[config.mk]
export PLATFORM = sky130hd
export DESIGN_NAME = scroll_region
export DESIGN_NICKNAME = d
export VERILOG_FILES = /design/src/rtl/scroll_pkg.sv /design/src/rtl/scroll_walker.sv /design/src/rtl/scroll_region.sv
export SDC_FILE = /design/constraint.sdc
export NUM_CORES = 1
export LEC_CHECK = 0
export CORE_UTILIZATION = 40
export DETAILED_ROUTE_END_ITERATION = 10
export MAX_ROUTING_LAYER = met4
export PLACE_DENSITY = 0.7
export SETUP_SLACK_MARGIN = 0.2
export SYNTH_ARGS = -nofsm -noshare
export SYNTH_HDL_FRONTEND = slang
export SYNTH_SLANG_ARGS = --single-unit
[constraint.sdc]
create_clock -name i_clk -period 13.03 [get_ports i_clk]
set_input_delay 2.606 -clock i_clk [delete_from_list [all_inputs] [get_ports i_clk]]
set_output_delay 2.606 -clock i_clk [all_outputs]
set_load 0.1 [all_outputs]
[src/rtl/scroll_pkg.sv]
// Shared state encoding, direction codes and default screen bounds for the VRAM region walkers.
package scroll_pkg;

   typedef enum logic [2:0] {
      S_IDLE  = 3'd0,
      S_READ  = 3'd1,
      S_WRITE = 3'd2,
      S_FILL  = 3'd3,
      S_DONE  = 3'd4
   } state_t;

   localparam logic DIR_UP   = 1'b0;
   localparam logic DIR_DOWN = 1'b1;

   localparam int DEF_TOP    = 0;
   localparam int DEF_BOTTOM = 16;
   localparam int DEF_LEFT   = 0;
   localparam int DEF_RIGHT  = 59;

endpackage

[src/rtl/scroll_walker.sv]
// Row/col cursor over a rectangular window: load jumps to the first cell, step advances one cell.
// Rows run top->bottom (up) or bottom->top (down); columns always left->right; o_last flags the final cell.
module scroll_walker
   import scroll_pkg::*;
#(
   parameter int ROW_W = 5,
   parameter int COL_W = 6
) (
   input  logic             i_clk,
   input  logic             i_rst_n,
   input  logic             i_load,
   input  logic             i_step,
   input  logic             i_dir,
   input  logic [ROW_W-1:0] i_top,
   input  logic [ROW_W-1:0] i_bottom,
   input  logic [COL_W-1:0] i_left,
   input  logic [COL_W-1:0] i_right,
   output logic [ROW_W-1:0] o_row,
   output logic [ROW_W-1:0] o_row_nxt,
   output logic [COL_W-1:0] o_col,
   output logic             o_last
);

   logic [ROW_W-1:0] row_start, row_end;
   logic [COL_W-1:0] col_nxt;

   assign row_start = (i_dir == DIR_DOWN) ? i_bottom : i_top;
   assign row_end   = (i_dir == DIR_DOWN) ? i_top : i_bottom;
   assign o_last    = (o_col == i_right) && (o_row == row_end);

   // o_row_nxt is exposed so the owner can classify the upcoming cell one cycle early.
   always_comb begin
      o_row_nxt = o_row;
      col_nxt   = o_col;
      if (i_load) begin
         o_row_nxt = row_start;
         col_nxt   = i_left;
      end else if (i_step) begin
         if (o_col == i_right) begin
            col_nxt   = i_left;
            o_row_nxt = (i_dir == DIR_DOWN) ? o_row - ROW_W'(1) : o_row + ROW_W'(1);
         end else begin
            col_nxt = o_col + COL_W'(1);
         end
      end
   end

   always_ff @(negedge i_clk or negedge i_rst_n) begin
      if (!i_rst_n) begin
         o_row <= '0;
         o_col <= '0;
      end else begin
         o_row <= o_row_nxt;
         o_col <= col_nxt;
      end
   end

endmodule

[src/rtl/scroll_region.sv]
// Scrolls a rectangular VRAM window up/down by N lines and fills vacated lines; 2 cycles per copied cell, 1 per fill.
// State advances on the falling clock edge so the VRAM sees stable address/data on its rising edge.
module scroll_region
   import scroll_pkg::*;
#(
   parameter int ROW_W  = 5,
   parameter int COL_W  = 6,
   parameter int DATA_W = 8
) (
   input  logic                   i_clk,
   input  logic                   i_rst_n,
   input  logic                   i_start,
   input  logic                   i_dir,
   input  logic [ROW_W-1:0]       i_top,
   input  logic [ROW_W-1:0]       i_bottom,
   input  logic [COL_W-1:0]       i_left,
   input  logic [COL_W-1:0]       i_right,
   input  logic [ROW_W-1:0]       i_lines,
   input  logic [DATA_W-1:0]      i_fill,
   output logic                   o_running,
   output logic                   o_done,
   output logic [ROW_W+COL_W-1:0] o_vram_addr,
   output logic                   o_vram_w,
   output logic                   o_vram_ce,
   input  logic [DATA_W-1:0]      i_vram_dout,
   output logic [DATA_W-1:0]      o_vram_din
);

   state_t state, state_nxt;

   logic              dir_q;
   logic [ROW_W-1:0]  top_q, bottom_q, lines_q;
   logic [COL_W-1:0]  left_q, right_q;
   logic [DATA_W-1:0] fill_q, data_q;

   logic             idle, load, step, last, bad_args, nxt_fill;
   logic             cur_dir;
   logic [ROW_W-1:0] cur_top, cur_bottom, cur_lines;
   logic [COL_W-1:0] cur_left, cur_right;
   logic [ROW_W-1:0] row, row_nxt, src_row;
   logic [COL_W-1:0] col;
   logic [ROW_W:0]   nrow_x, top_x, bot_x, lines_x;

   // While idle the raw inputs drive the walker so the first cell is known on the start edge.
   assign idle       = (state == S_IDLE);
   assign cur_dir    = idle ? i_dir    : dir_q;
   assign cur_top    = idle ? i_top    : top_q;
   assign cur_bottom = idle ? i_bottom : bottom_q;
   assign cur_left   = idle ? i_left   : left_q;
   assign cur_right  = idle ? i_right  : right_q;
   assign cur_lines  = idle ? i_lines  : lines_q;

   assign bad_args = (i_top > i_bottom) || (i_left > i_right) || (i_lines == '0);
   assign load     = idle && i_start;
   assign step     = ((state == S_WRITE) || (state == S_FILL)) && !last;

   // One extra bit so dst+lines never wraps back into the window.
   assign nrow_x   = {1'b0, row_nxt};
   assign top_x    = {1'b0, cur_top};
   assign bot_x    = {1'b0, cur_bottom};
   assign lines_x  = {1'b0, cur_lines};
   assign nxt_fill = (cur_dir == DIR_UP) ? (nrow_x + lines_x > bot_x) : (nrow_x < top_x + lines_x);
   assign src_row  = (dir_q == DIR_UP) ? row + lines_q : row - lines_q;

   scroll_walker #(.ROW_W(ROW_W), .COL_W(COL_W)) u_walker (
      .i_clk     (i_clk),
      .i_rst_n   (i_rst_n),
      .i_load    (load),
      .i_step    (step),
      .i_dir     (cur_dir),
      .i_top     (cur_top),
      .i_bottom  (cur_bottom),
      .i_left    (cur_left),
      .i_right   (cur_right),
      .o_row     (row),
      .o_row_nxt (row_nxt),
      .o_col     (col),
      .o_last    (last)
   );

   always_ff @(negedge i_clk or negedge i_rst_n) begin
      if (!i_rst_n) state <= S_IDLE;
      else          state <= state_nxt;
   end

   always_ff @(negedge i_clk or negedge i_rst_n) begin
      if (!i_rst_n) begin
         dir_q    <= DIR_UP;
         top_q    <= '0;
         bottom_q <= '0;
         left_q   <= '0;
         right_q  <= '0;
         lines_q  <= '0;
         fill_q   <= '0;
         data_q   <= '0;
      end else begin
         if (load) begin
            dir_q    <= i_dir;
            top_q    <= i_top;
            bottom_q <= i_bottom;
            left_q   <= i_left;
            right_q  <= i_right;
            lines_q  <= i_lines;
            fill_q   <= i_fill;
         end
         if (state == S_READ) data_q <= i_vram_dout;
      end
   end

   always_comb begin
      state_nxt = state;
      case (state)
         S_IDLE:  if (i_start) state_nxt = bad_args ? S_DONE : (nxt_fill ? S_FILL : S_READ);
         S_READ:  state_nxt = S_WRITE;
         S_WRITE,
         S_FILL:  state_nxt = last ? S_DONE : (nxt_fill ? S_FILL : S_READ);
         S_DONE:  state_nxt = S_IDLE;
         default: state_nxt = S_IDLE;
      endcase
   end

   always_comb begin
      o_running   = 1'b0;
      o_done      = 1'b0;
      o_vram_ce   = 1'b0;
      o_vram_w    = 1'b0;
      o_vram_addr = '0;
      o_vram_din  = '0;
      case (state)
         S_READ: begin
            o_running   = 1'b1;
            o_vram_ce   = 1'b1;
            o_vram_addr = {src_row, col};
         end
         S_WRITE: begin
            o_running   = 1'b1;
            o_vram_ce   = 1'b1;
            o_vram_w    = 1'b1;
            o_vram_addr = {row, col};
            o_vram_din  = data_q;
         end
         S_FILL: begin
            o_running   = 1'b1;
            o_vram_ce   = 1'b1;
            o_vram_w    = 1'b1;
            o_vram_addr = {row, col};
            o_vram_din  = fill_q;
         end
         S_DONE:  o_done = 1'b1;
         default: ;
      endcase
   end

endmodule

==> results of run 1 <==
## cell usage after synthesis (2+ instances only)
cell      number
a211o_1        3
nor3_1         6
nand3_1        6
nor2b_1        6
xor2_1        10
a31oi_1        2
inv_1         37
nand2b_1       5
or4_1          3
o22ai_1        3
nor2_1        33
ha_1          39
o21a_1         6
o32ai_1        3
a21oi_1       21
o221ai_1       4
o31ai_1        2
fa_1           4
clkbuf_1      20
nand2_1      139
and2_1         6
dfrtn_1       58
o21ai_0       35
a21o_1         9
or2_2          3
xnor2_1       19
nor4_1         3
a211oi_1       3
a221oi_1       2
nand4_1        2
a221oi_2       2
or3_1          4
nor3b_1        2
mux2_2         7
and3_1         2
mux2i_1       38
buf_1          4
buf_6          3
## routing by layer
layer  up-vias  global-route usage
li1       2142                   -
met1      2155               0.313
met2       112               0.378
met3        18              0.0318
met4         0              0.0756
met5         -                   -
## final cells by class
cell class | count | share of cell area
multi-input combinational | 446 | 0.496
tap | 143 | 0.0287
sequential | 58 | 0.233
timing repair buffer | 119 | 0.169
inverter | 37 | 0.0223
clock buffer | 11 | 0.0390
clock inverter | 5 | 0.0125
## critical path, stage by stage
cell       delay (ns)
buf_6            0.10
xor2_2           0.17
a2111oi_4        0.27
a221o_1          0.23
or4b_4           0.50
a211oi_4         0.33
mux2i_1          0.16
mux2_4           0.31
ha_4             0.26
nand3b_1         0.10
or3_4            0.35
a2111oi_4        0.21
a211o_1          0.15
xor2_1           0.19
ha_1             0.27
o21a_1           0.11
o21ai_1          0.12
nand2b_1         0.09
a221oi_2         0.29
a221oi_2         0.09
## timing repair
item	in CTS	in global routing
endpoints found under the setup margin	1	1
pin swaps	13	10
gates resized for setup	31	4
setup buffers	4	2
## logic make-up after synthesis
family,share of synthesized area
XOR/XNOR,0.0539
flip-flops,0.308
buffers and inverters,0.0584
AND/OR/NAND/NOR,0.212
multiplexers,0.0974
AO/OA/AOI/OAI,0.150
adder cells (fa/ha/maj),0.120
## sequential cells by signal (all words and copies together) (netlist names)
register        flops
lines_q             5
right_q             6
dir_q               1
fill_q              8
bottom_q            5
u_walker.o_row      5
left_q              6
top_q               5
data_q              8
state               3
u_walker.o_col      6
## stage by stage
step / TNS, ns / hold WS [ns] / cell area [sq um] / worst slack [ns]
floorplan: -0.314 / 0.401 / 4720 / -0.314
global placement: -0.878 / 0.418 / 5780 / -0.878
detailed placement: -1.07 / 0.422 / 5780 / -1.07
CTS: -0.309 / 0.423 / 6180 / -0.309
global route: -0.442 / 0.431 / 6220 / -0.442
finish: -0.236 / 0.419 / 6220 / -0.236
## layout by cell type, fill, tap and decap left out, types with 4 or more instances in the layout
cell and n:
inv_1 36, ha_1 38, nor2_1 32, nor2b_1 5, o21a_1 6, nand2b_1 5
clkdlybuf4s50_1 57, nand2_1 139, a21o_1 9, mux2i_1 38, xnor2_1 18, nand3_1 6
dfrtn_1 58, a21oi_1 20, clkbuf_16 9, xor2_1 9, o21ai_1 4, nor3_1 6
mux2_2 6, and2_1 6, buf_4 54, o21ai_0 31, fa_1 4
## worst paths after layout
kind | end | slack (ns) | from
setup reg to reg | state[1] | 7.47 | state[0]
setup / recovery | state[1] | -0.24 | i_right[3]
max in group asynchronous | u_walker.o_row[2] | 3.67 | i_rst_n
hold reg to reg | data_q[7] | 0.42 | data_q[7]
min in group asynchronous | bottom_q[4] | 8.81 | i_rst_n
hold / removal | data_q[7] | 0.42 | data_q[7]
==> results.json, run 1 <==
{
  "setup_slack_ns": -0.236,
  "clkLatencyLatePin_ns": 0.34,
  "min_path_cells": 2,
  "synth_ff_type": "dfrtn_1",
  "grt_overflow": 0,
  "num_rows": 39,
  "io_buffers": 69,
  "stdcell_count": 819,
  "drtAntennaViolNets": 0,
  "ff2ff_path_depth": 19,
  "slew_viol_final": 0,
  "yosysWarnings": 0,
  "tritoncts": "built",
  "yosysTopAreaCellShare": 0.308,
  "skew_ns": 0.00563,
  "cp.arrival_ns": 6.91,
  "startpoint_type": "primary input",
  "yosysSeqAreaShare": 0.308,
  "start_util": 0.411,
  "grtUsageTotal": 0.237,
  "path_max_fanout": 3,
  "cts_sinks": 58,
  "insertedDiodeCount": 0,
  "status": "finished, violations left",
  "avgRoutedWirePerCell_microns": 16.7,
  "fillers": 1039,
  "hold_viol_final": 0,
  "crit_type": "in2reg",
  "grt_pass1_vias": 4354,
  "dp_hpwl_microns": 10200,
  "final_core_util": 0.543,
  "design.core.area_sq_mm": 0.0115,
  "synth.distinct_cells": 54,
  "drt_iter0_drc": 256,
  "layout-drive-gt1-share": 0.155,
  "cts-root-buf": "clkbuf_16",
  "clk_pin_slew_ns": 0.04,
  "cts_max_level": 3,
  "synth.net_count": 660,
  "drc": 0,
  "grt_pass1_wl_microns": 22300,
  "antenna_found_initial": 0,
  "violations": "negative setup slack",
  "place_congestion": 0.972,
  "ios": 70,
  "syn_area_per_cell_sq_um": 8.27,
  "synth-seq-cells": 58,
  "ctsHoldBuffers": 0,
  "multi_input_area_sq_mm": 0.00309,
  "grt_max_degree": 59,
  "ys_async_sr_fraction": 1.00,
  "grt_setup_unrepaired": "true",
  "synth_area_sq_mm": 0.00472,
  "chipWidth_microns": 111,
  "critPathCaptureType": "flip-flop",
  "dp_cells": 797,
  "wl_met2_microns": 6460,
  "cts-buffers-inserted": 9,
  "min_path_type": "reg2reg",
  "highest_layer": "met4",
  "wl_met3_microns": 551,
  "die_h_microns": 111,
  "drt-vias-per-instance": 5.41,
  "routed_wl_microns": 13700,
  "syn2layout_area_growth_pct": 32.0,
  "clock_path_buffers": 2,
  "nets": 761,
  "vias": 4427,
  "dieArea_sq_mm": 0.0122,
  "first_pass_iters": 5,
  "postSynthCellCount": 570,
  "met1_length_microns": 6460,
  "synth_edf_count": 0,
  "seqCellArea_sq_mm": 0.00145,
  "synth_area_leaders": "dfrtn_1 31%, nand2_1 11%, ha_1 10%, mux2i_1 8.1%, o21ai_0 3.7%",
  "relSlewSlack": 0.335,
  "cp.required_ns": 6.67,
  "worst_slew_pin_slew_ns": 0.994,
  "yosys.area.top_type": "dfrtn_1",
  "drv_cap": 0,
  "setup_viol": 1
}
Power of run 1 is not shown: default switching activity piles up to over one toggle a cycle in this logic, so the estimate is an artifact.
==> run 2, diff against run 1 <==
--- a/config.mk
+++ b/config.mk
@@ -6,10 +6,12 @@
 export NUM_CORES = 1
 export LEC_CHECK = 0
 export CORE_UTILIZATION = 40
+export CTS_BUF_LIST = sky130_fd_sc_hd__clkbuf_8
 export DETAILED_ROUTE_END_ITERATION = 10
 export MAX_ROUTING_LAYER = met4
 export PLACE_DENSITY = 0.7
 export SETUP_SLACK_MARGIN = 0.2
+export SKIP_LAST_GASP = 1
 export SYNTH_ARGS = -nofsm -noshare
 export SYNTH_HDL_FRONTEND = slang
 export SYNTH_SLANG_ARGS = --single-unit
==> results.json, run 2 (synthesis gave the netlist of run 1 again) <==
{
  "cp.arrival_ns": 6.91,
  "cts_sinks": 58,
  "final_common_cell": "nand2_1",
  "vias": 4394,
  "design.core.area_sq_mm": 0.0115,
  "status": "finished, violations left",
  "hp-start": "data_q[7]",
  "num_rows": 39,
  "startpoint_type": "primary input",
  "grt_setup_unrepaired": "true",
  "grt_pass1_vias": 4307,
  "stdcell_count": 819,
  "r2r_slack_ns": 7.49,
  "clkLatencyLatePin_ns": 0.33,
  "min_path_type": "reg2reg",
  "place_congestion": 0.972,
  "ios": 70,
  "grtUsageTotal": 0.235,
  "cts-root-buf": "clkbuf_8",
  "timing.rr.start": "state[0]",
  "skew_ns": 0.00487,
  "ctsHoldBuffers": 0,
  "syn2layout_area_growth_pct": 29.8,
  "crit_slowest_cell": "or4b_4",
  "layout-drive-gt1-share": 0.155,
  "io_buffers": 69,
  "critPathCaptureType": "flip-flop",
  "min_path_cells": 2,
  "clock_path_buffers": 2,
  "worst_slew_pin_slew_ns": 0.995,
  "drtAntennaViolNets": 0,
  "setup_slack_ns": -0.233,
  "crit_type": "in2reg",
  "min_to": "data_q[7]",
  "dieArea_sq_mm": 0.0122,
  "hold_viol_final": 0,
  "routed_wl_microns": 13600,
  "clk_pin_slew_ns": 0.05,
  "grt_max_degree": 59,
  "reg_top3": "data_q x8, fill_q x8",
  "avgRoutedWirePerCell_microns": 16.6,
  "path_max_fanout": 3,
  "setup_viol": 1,
  "drc": 0,
  "first_pass_iters": 5,
  "drv_cap": 0,
  "finalSetupTns_ns": -0.233,
  "ff2ff_path_depth": 19,
  "die_h_microns": 111,
  "tritoncts": "built",
  "cts_max_level": 3,
  "slowest_delay_ns": 0.50,
  "antenna_found_initial": 0,
  "start_util": 0.411,
  "chipWidth_microns": 111,
  "drt-vias-per-instance": 5.37,
  "violations": "negative setup slack",
  "grt_overflow": 0,
  "dp_hpwl_microns": 10200,
  "mostFrequentLayoutCells": "139 x nand2_1, 58 x dfrtn_1, 57 x clkdlybuf4s50_1",
  "grt_pass1_wl_microns": 22200,
  "path_cells": "buf_6 > xor2_2 > a2111oi_4 > a221o_1 > or4b_4 > a211oi_4 > mux2i_1 > mux2_4 > ha_4 > nand3b_1 > or3_4 > a2111oi_4 > a211o_1 > xor2_1 > ha_1 > o21a_1 > o21ai_1 > nand2b_1 > a221oi_2 > a221oi_2",
  "cp.required_ns": 6.67,
  "slew_viol_final": 0,
  "r2r_end": "state[1]",
  "dp_cells": 797,
  "nets": 761,
  "insertedDiodeCount": 0,
  "drt_iter0_drc": 235,
  "relSlewSlack": 0.335,
  "cts-buffers-inserted": 9
}
==> run 2: layout make-up <==
class,count,area [sq um]
clock buffers,10,138
clock inverters,6,81.3
fillers,1056,5340
inverters,37,139
multi-input cells,446,3090
flip-flops and latches,58,1450
well taps,143,179
repair buffers,119,1050
==> run 2: repair_timing <==
item	CTS	global route
cloned	0	0
endpoints found under the setup margin	1	1
hold endpoints to repair	0	0
pin swaps	13	10
buffers inserted	4	2
resized for setup	31	4
==> run 2: through the flow <==
step	hold slack, ns	utilization	setup slack [ns]	instance area [sq um]
CTS	0.423	0.530	-0.302	6080
floorplan	0.401	-	-0.314	4720
detailed placement	0.422	0.504	-1.07	5780
global placement	0.418	0.504	-0.878	5780
global route	0.431	0.534	-0.438	6120
finish	0.418	0.534	-0.233	6120
==> run 2: worst max-delay path by stage <==
stage          slack (ns)  cells past startpoint  endpoint  startpoint
2_1_floorplan       -0.31                     19  state[1]  i_right[3]
3_3_place_gp        -0.88                     20  state[1]  i_right[1]
3_5_place_dp        -1.07                     20  state[1]  i_right[1]
4_1_cts             -0.30                     20  state[1]  i_right[3]
5_1_grt             -0.44                     20  state[1]  i_right[3]
6_report            -0.23                     20  state[1]  i_right[3]
==> run 2: layer usage <==
metal	vias up	global-route usage	routed length, microns
met3	18	0.0329	493
met2	115	0.374	6390
met5	-	-	0
met1	2117	0.312	6470
li1	2144	-	-
met4	0	0.0684	219
==> run 2: worst max-delay path: cells and delay by family <==
kind	cells	cell delay [ns]
AOI/OAI and AO/OA	9	1.81
and+or+nand+nor	4	1.04
adders and majority gates	2	0.53
muxes	2	0.46
xor gates and xnor gates	2	0.36
buffers and inverters	1	0.10
Power of run 2 is left out for the same reason.
==> run 3, diff against run 2 <==
--- a/config.mk
+++ b/config.mk
@@ -7,6 +7,7 @@
 export LEC_CHECK = 0
 export CORE_UTILIZATION = 40
 export CTS_BUF_LIST = sky130_fd_sc_hd__clkbuf_8
+export CTS_CLUSTER_DIAMETER = 50
 export DETAILED_ROUTE_END_ITERATION = 10
 export MAX_ROUTING_LAYER = met4
 export PLACE_DENSITY = 0.7
==> results of run 3 <==
Same layout as run 2: the final DEF is identical, and so are final timing and power.
Power of run 3 is left out for the same reason.
